<file path="config.mk">
export PLATFORM = sky130hd
export DESIGN_NAME = load_store_unit
export DESIGN_NICKNAME = d
export VERILOG_FILES = /design/src/rtl/load_store_unit.sv
export SDC_FILE = /design/constraint.sdc
export NUM_CORES = 1
export LEC_CHECK = 0
export ABC_CLOCK_PERIOD_IN_PS = 5800
export CAP_MARGIN = 20
export CORE_ASPECT_RATIO = 0.75
export CORE_MARGIN = 8
export CORE_UTILIZATION = 36
export CTS_CLUSTER_DIAMETER = 30
export CTS_CLUSTER_SIZE = 20
export DETAILED_ROUTE_END_ITERATION = 6
export MAX_ROUTING_LAYER = met4
export PLACE_DENSITY = 0.71
export SLEW_MARGIN = 15
export SYNTH_ARGS = -nofsm -noshare
export SYNTH_HDL_FRONTEND = slang
export SYNTH_SLANG_ARGS = --single-unit
export TNS_END_PERCENT = 20
</file>
<file path="constraint.sdc">
create_clock -name clk -period 5.8 [get_ports clk]
set_input_delay 1.16 -clock clk [delete_from_list [all_inputs] [get_ports clk]]
set_output_delay 1.16 -clock clk [all_outputs]
set_load 0.005 [all_outputs]
</file>
<file path="src/rtl/load_store_unit.sv">
// load_store_unit: sequences one RV32I load or store at a time onto a stalling data memory.
// A request is checked for legality, issued as a single strobe, and then the unit follows the
// memory's busy pulse (rise, then fall) before returning a one-cycle response.
module load_store_unit #(
  parameter int unsigned TIMEOUT = 16
) (
  input  logic        clk,
  input  logic        reset,
  input  logic        req_valid,
  output logic        req_ready,
  input  logic        req_we,
  input  logic [2:0]  req_funct3,
  input  logic [31:0] req_addr,
  input  logic [31:0] req_wdata,
  output logic        resp_valid,
  output logic [31:0] resp_rdata,
  output logic        resp_err,
  output logic [31:0] mem_addr,
  output logic [31:0] mem_write_data,
  output logic        mem_memread,
  output logic        mem_memwrite,
  output logic [3:0]  mem_sign_mask,
  input  logic [31:0] mem_read_data,
  input  logic        mem_clk_stall
);

  typedef enum logic [2:0] {
    StIdle,
    StIssue,
    StWaitHi,
    StWaitLo,
    StResp
  } state_e;

  state_e      state_q;
  logic        we_q;
  logic [4:0]  cnt_q;
  logic [3:0]  req_mask;
  logic        req_bad;
  logic        cnt_last;

  // Last permitted cycle in a wait phase; leaving on this cycle without progress is a timeout.
  assign cnt_last = (cnt_q == 5'(TIMEOUT - 1));

  // Decode the incoming request into the memory size/sign mask and a legality flag.
  always_comb begin
    req_mask = 4'b0000;
    req_bad  = 1'b0;
    if (req_we) begin
      case (req_funct3)
        3'b000:  req_mask = 4'b0001;
        3'b001:  req_mask = 4'b0011;
        3'b010:  req_mask = 4'b0111;
        default: req_bad  = 1'b1;
      endcase
    end else begin
      case (req_funct3)
        3'b000:  req_mask = 4'b1001;
        3'b001:  req_mask = 4'b1011;
        3'b010:  req_mask = 4'b1111;
        3'b100:  req_mask = 4'b0001;
        3'b101:  req_mask = 4'b0011;
        default: req_bad  = 1'b1;
      endcase
    end
    // funct3[1:0] carries the access size for both loads and stores.
    if (req_funct3[1:0] == 2'b01 && req_addr[0]) begin
      req_bad = 1'b1;
    end
    if (req_funct3[1:0] == 2'b10 && req_addr[1:0] != 2'b00) begin
      req_bad = 1'b1;
    end
  end

  // Control FSM; every output is a register updated alongside the state.
  always_ff @(posedge clk or posedge reset) begin
    if (reset) begin
      state_q        <= StIdle;
      we_q           <= 1'b0;
      cnt_q          <= 5'd0;
      req_ready      <= 1'b1;
      resp_valid     <= 1'b0;
      resp_err       <= 1'b0;
      resp_rdata     <= 32'd0;
      mem_addr       <= 32'd0;
      mem_write_data <= 32'd0;
      mem_memread    <= 1'b0;
      mem_memwrite   <= 1'b0;
      mem_sign_mask  <= 4'b0000;
    end else begin
      // Pulses default low; only the transitions below raise them.
      resp_valid   <= 1'b0;
      mem_memread  <= 1'b0;
      mem_memwrite <= 1'b0;
      unique case (state_q)
        StIdle: begin
          if (req_valid) begin
            we_q           <= req_we;
            mem_addr       <= req_addr;
            mem_write_data <= req_we ? req_wdata : 32'd0;
            mem_sign_mask  <= req_bad ? 4'b0000 : req_mask;
            req_ready      <= 1'b0;
            if (req_bad) begin
              state_q    <= StResp;
              resp_valid <= 1'b1;
              resp_err   <= 1'b1;
              resp_rdata <= 32'd0;
            end else begin
              state_q      <= StIssue;
              mem_memread  <= ~req_we;
              mem_memwrite <= req_we;
            end
          end
        end
        StIssue: begin
          state_q <= StWaitHi;
          cnt_q   <= 5'd0;
        end
        StWaitHi: begin
          if (mem_clk_stall) begin
            state_q <= StWaitLo;
            cnt_q   <= 5'd0;
          end else if (cnt_last) begin
            state_q    <= StResp;
            resp_valid <= 1'b1;
            resp_err   <= 1'b1;
            resp_rdata <= 32'd0;
          end else begin
            cnt_q <= cnt_q + 5'd1;
          end
        end
        StWaitLo: begin
          if (!mem_clk_stall) begin
            state_q    <= StResp;
            resp_valid <= 1'b1;
            resp_err   <= 1'b0;
            resp_rdata <= we_q ? 32'd0 : mem_read_data;
          end else if (cnt_last) begin
            state_q    <= StResp;
            resp_valid <= 1'b1;
            resp_err   <= 1'b1;
            resp_rdata <= 32'd0;
          end else begin
            cnt_q <= cnt_q + 5'd1;
          end
        end
        StResp: begin
          state_q    <= StIdle;
          req_ready  <= 1'b1;
          resp_err   <= 1'b0;
          resp_rdata <= 32'd0;
        end
        default: begin
          state_q   <= StIdle;
          req_ready <= 1'b1;
        end
      endcase
    end
  end

endmodule

</file>
After elaboration in Yosys (flattened, before gate mapping)
Cells that the tools add are included.

cells by class
  bitwise logic cells = 2
  add/subtract/negate cells = 1
  equal/unequal tests = 15
  multiplexer cells = 47
  reductions and logical operators = 14

operators with widths
  kind                                                             number
  32-bit 2-to-1 mux                                                7
  32-bit one-hot mux with 4 select lines                           1
  1-bit 2-to-1 mux                                                 22
  4-bit one-hot mux with 5 select lines                            1
  3-bit 2-to-1 mux                                                 5
  5-bit 2-to-1 mux                                                 3
  5-bit one-hot mux with 3 select lines                            1
  3-bit one-hot mux with 4 select lines                            1
  3-bit by 2-bit == test with 1-bit output, second input constant  3
  3-bit == test, second input constant                             3
  3-bit one-hot mux with 3 select lines                            1
  4-bit 2-to-1 mux                                                 2
  2-bit != test, second input constant                             4
  3-bit by 1-bit == test with 1-bit output, second input constant  2
  3-bit zero test                                                  2
  2-bit AND reduction                                              3
  3-bit OR reduction                                               2
  5-bit by 1-bit adder with 5-bit output, second input constant    1
  5-bit by 4-bit == test with 1-bit output, second input constant  1
  5-bit OR reduction                                               1
  1-bit one-hot mux with 4 select lines                            1
  4-bit AND reduction                                              1
  4-bit nonzero test                                               1
  1-bit one-hot mux with 3 select lines                            1
  other kinds (7)                                                  9

word-level totals
  register bits after elaboration = 114
  input bits = 104
  word-level logic and storage cells = 91
  output and inout port bits = 105

Depth between registers and ports, before layout
  word-level depth = 9
  depth in mapped cells = 6
  depth with buffers taken out = 5

Least setup slack after synthesis
No wires, ideal clock.

  path kind = in2reg
  start point = input port req_we
  end point = register resp_rdata[0]
  buffers on the path = 2
  setup slack = 3.407 ns
  library setup time = 0.066 ns
  arrival = 2.327 ns
  cell stages on the path = 6
  cells stage by stage = buf_2 a221oi_2 nor3_4 nor3_4 buf_6 a22o_1

between the ends
  cells in the longest elaborated chain, start to end = 5

ends and longest elaborated chain
  item                           RTL line  RTL
  start: declaration             11        input logic req_we,
  1-bit 2-to-1 mux               49        if (req_we) begin
  1-bit 2-to-1 mux               67        if (req_funct3[1:0] == 2'b01 && req_addr[0]) begin
  1-bit 2-to-1 mux               70        if (req_funct3[1:0] == 2'b10 && req_addr[1:0] != 2'b00) begin
  2-bit != test (no line)        n/a
  4-bit AND reduction (no line)  n/a
  end signal: assignment         137       resp_rdata <= we_q ? 32'd0 : mem_read_data;
  end: declaration               16        output logic [31:0] resp_rdata,

Every way passes these cells.
A chain may end at the register's enable or synchronous reset.

Final worst setup path
  start point = input port req_we
  end point = register resp_rdata[31]

The elaborated chain is that of the path after synthesis.

==> impl_summary.txt <==
----------------------------------------------------
[Status]
  Outcome ... finished, final reports clean

[Cells and area]
  Area growth, synth to finish ... 62.8%
  Filler cells ... 970
  Multi-input logic area ... 1510 µm²
  Sequential cell area ... 2850 µm²
  Final design utilization ... 60.0%
  Final antenna diode count ... 0
  Number of nets in the layout ... 754
  Proportion of layout cells with a drive suffix above 1 ... 7.85%

[Clock network]
  Clock buffer count from CTS ... 17
  CTS tree ... yes
  Count of hold-fix buffers inserted at cts ... 0
  Setup Fix Bufs, Post-CTS ... 0
  Master cell of the clock root buffer ... clkbuf_16
  Sinks on the clock net ... 114
  Clock transition at path regs ... 50 ps
  CTS H-tree lvls ... 4
  Clock tree buffer depth ... 2
  Clock latency of the later-clocked register in the worst-skew pair ... 400 ps
  PostCTS Resize Cnt ... 0

[Drt]
  Total wire length ... 13.9 mm
  DRC violation total after the first TritonRoute iteration ... 241
  Average wire length per cell after detail routing ... 16.8 µm
  Total via count after detailed routing ... 3944
  Detailed-router iteration count before antenna repair ... 4
  DRC viols ... 0
  Via-per-instance ratio ... 4.76
  DRT antenna net count ... 0

[Timing]
  Max-Slew Margin vs Limit ... 50.5%
  Final slew viol count ... 0
  Transition time at the pin with the least slew margin ... 742 ps
  Highest attainable clock frequency ... 0.347 GHz
  Post-route clock skew ... 7.29 ps
  Final min period ... 2880 ps
  Worst setup margin ... 2920 ps
  Setup repair after global routing missed its margin ... false
  Total negative slack for setup checks ... 0 ps
  Final setup violation count ... 0
  Period utilisation layout ... 49.7%
  Final-report hold violation count ... 0

[Global routing]
  Overflow left after global routing ... 0
  Met2 routing resource usage after global routing ... 27.9%
  GR Layer Usage met1 ... 20.9%
  Global routing usage on met3 ... 5.78%
  Total global-route track usage ... 17.5%
  Vias in the first global route ... 4131
  Routing layer with the top usage in global route ... met2
  Wire length of the first global-routing pass ... 22.5 mm
  Maximum number of pins on one net before global-route repair ... 82
  Antenna violations before repair ... 0

[Placed design]
  DP HPWL ... 9.95 mm
  Buffers added on ports ... 208
  Worst slack at placement ... 2040 ps
  Last weighted congestion value of the routability-driven placer ... 0.813

[Logic synthesis]
  Synth area leader ... dfrtp_1
  Part of the Yosys area used for sequential elements ... 63.2%
  Primary FF master, synth ... dfrtp_1
  Synth cell types ... 38
  Fraction of registers with async set or reset after synthesis ... 100%
  Number of register bits inferred by synthesis ... 114
  Number of instances in the synthesized netlist ... 441
  Synthesis warning total ... 0
  Most common cell in the netlist ... nand2_1
  Number of enable flip-flop cells after synthesis ... 0
  Largest cells by area after synthesis ... dfrtp_1 (63%), nand2_1 (14%), a22o_1 (6.6%)
  Nets in the synthesized netlist ... 546
  Post-Syn Area ... 4520 µm²
  Average cell area after synthesis ... 10.2 µm²
  Top-area cell type share of the netlist area ... 62.6%
  Most common library cells after synthesis ... nand2_1 (170), dfrtp_1 (113), nand3_1 (35)

[Floorplan]
  Die ar. ... 16400 µm²
  Starting density of the core ... 36.8%
  Chip Height ... 113 µm
  X dimension of the die ... 145 µm
  Core region area ... 12300 µm²
  Site row count ... 35
  IO Count ... 209

[Power]
  Total chip power ... 3680 µW
  Leakage Power ... 0.00341 µW
  Max VDD drop ... 0.250 mV
  Power density over the cells ... 500 nW/µm²

[Critical path]
  Worst reg2reg setup slack ... 3720 ps
  Most repeated library cell on the critical path ... nor3_4
  Setup crit start kind ... input port
  Arr. time, crit path ... 3220 ps
  Highest fanout seen on the critical path ... 36
  Type of the worst setup path ... input port to flop
  Setup crit end kind ... flop
  CP max stage delay ... 490 ps
  Highest-delay cell along the critical path ... nor3_4
  Cell chain of the critical path ... clkdlybuf4s50_1 -> buf_4 -> a221oi_2 -> nor3_4 -> nor3_4 -> buf_16 -> a22o_1
  Data required time of the worst path ... 6140 ps

[Job]
  Max-cap viol count ... 0

[Hold path]
  Kind of path behind the tightest hold check ... flop to flop

----------------------------------------------------
layout by cell type (no fill, tap or decap), types with 3 or more instances in the layout:
cell type        synthesis  layout
a22o_1                  34      34
o21ai_0                  6       6
clkbuf_16                0      17
clkinv_2                 0       3
buf_4                    0       5
clkinvlp_4               0       6
a21oi_1                  4       4
nand2_1                170     170
clkdlybuf4s50_1          0     208
dfrtp_1                113     113
nand3_1                 35      35
nor2_1                  12      11
inv_1                    6       5
flip-flops by register name, summed over array words and instances, names as in the netlist, 3 cells and up:
name / cells
resp_rdata: 32
cnt_q: 5
mem_write_data: 32
mem_sign_mask: 4
state_q: 3
mem_addr: 32
critical path: cells and delay by family:
kind / cells / cell delay [ps]
buf+inv: 3 / 880
simple gates: 2 / 590
compound gates: 2 / 560
kinds of logic after synthesis:
| group | share of synthesized area (%) |
|---|---|
| multiplexers | 0.720 |
| AND/OR/NAND/NOR | 22.2 |
| flip-flops | 63.2 |
| AO/OA/AOI/OAI | 9.89 |
| adder cells (fa/ha/maj) | 0.277 |
| buffers and inverters | 3.60 |
| XOR/XNOR | 0.194 |
layer usage:
metal	part of all wire, %	routed length (µm)
met1	43	5930
met2	48	6720
met3	7.5	1040
met4	1.3	184
met5	0	0
path summary, 6_finish.rpt:
| path | start | end | cells after the start |
|---|---|---|---|
| hold reg to reg | mem_write_data[18] | mem_write_data[18] | 2 |
| setup / recovery | req_we | resp_rdata[31] | 7 |
| max in group asynchronous | reset | req_ready | 3 |
| setup reg to reg | cnt_q[0] | resp_rdata[31] | 6 |
| min in group asynchronous | reset | mem_write_data[21] | 2 |
| hold / removal | mem_write_data[18] | mem_write_data[18] | 2 |
through the flow:
stage | area (µm²) | std cells | hold slack (ps)
3_5_place_dp | 6720 | 794 | 456
6_report | 7360 | 828 | 459
2_1_floorplan | 4520 | 441 | 443
4_1_cts | 7300 | 826 | 468
3_3_place_gp | 6720 | 794 | 449
5_1_grt | 7360 | 828 | 483
power breakdown:
group / internal (µW) / switching [µW]
clock: 641 / 359
combinational: 801 / 561
sequential: 1120 / 197
layout make-up:
cell class | instances | share of cell area [%]
timing repair buffer | 215 | 29.6
tap | 166 | 2.82
sequential | 114 | 38.8
clock inverter | 13 | 1.87
clock buffer | 19 | 6.02
inverter | 6 | 0.340
multi-input combinational | 295 | 20.6
(Power assumes the default switching activity.)
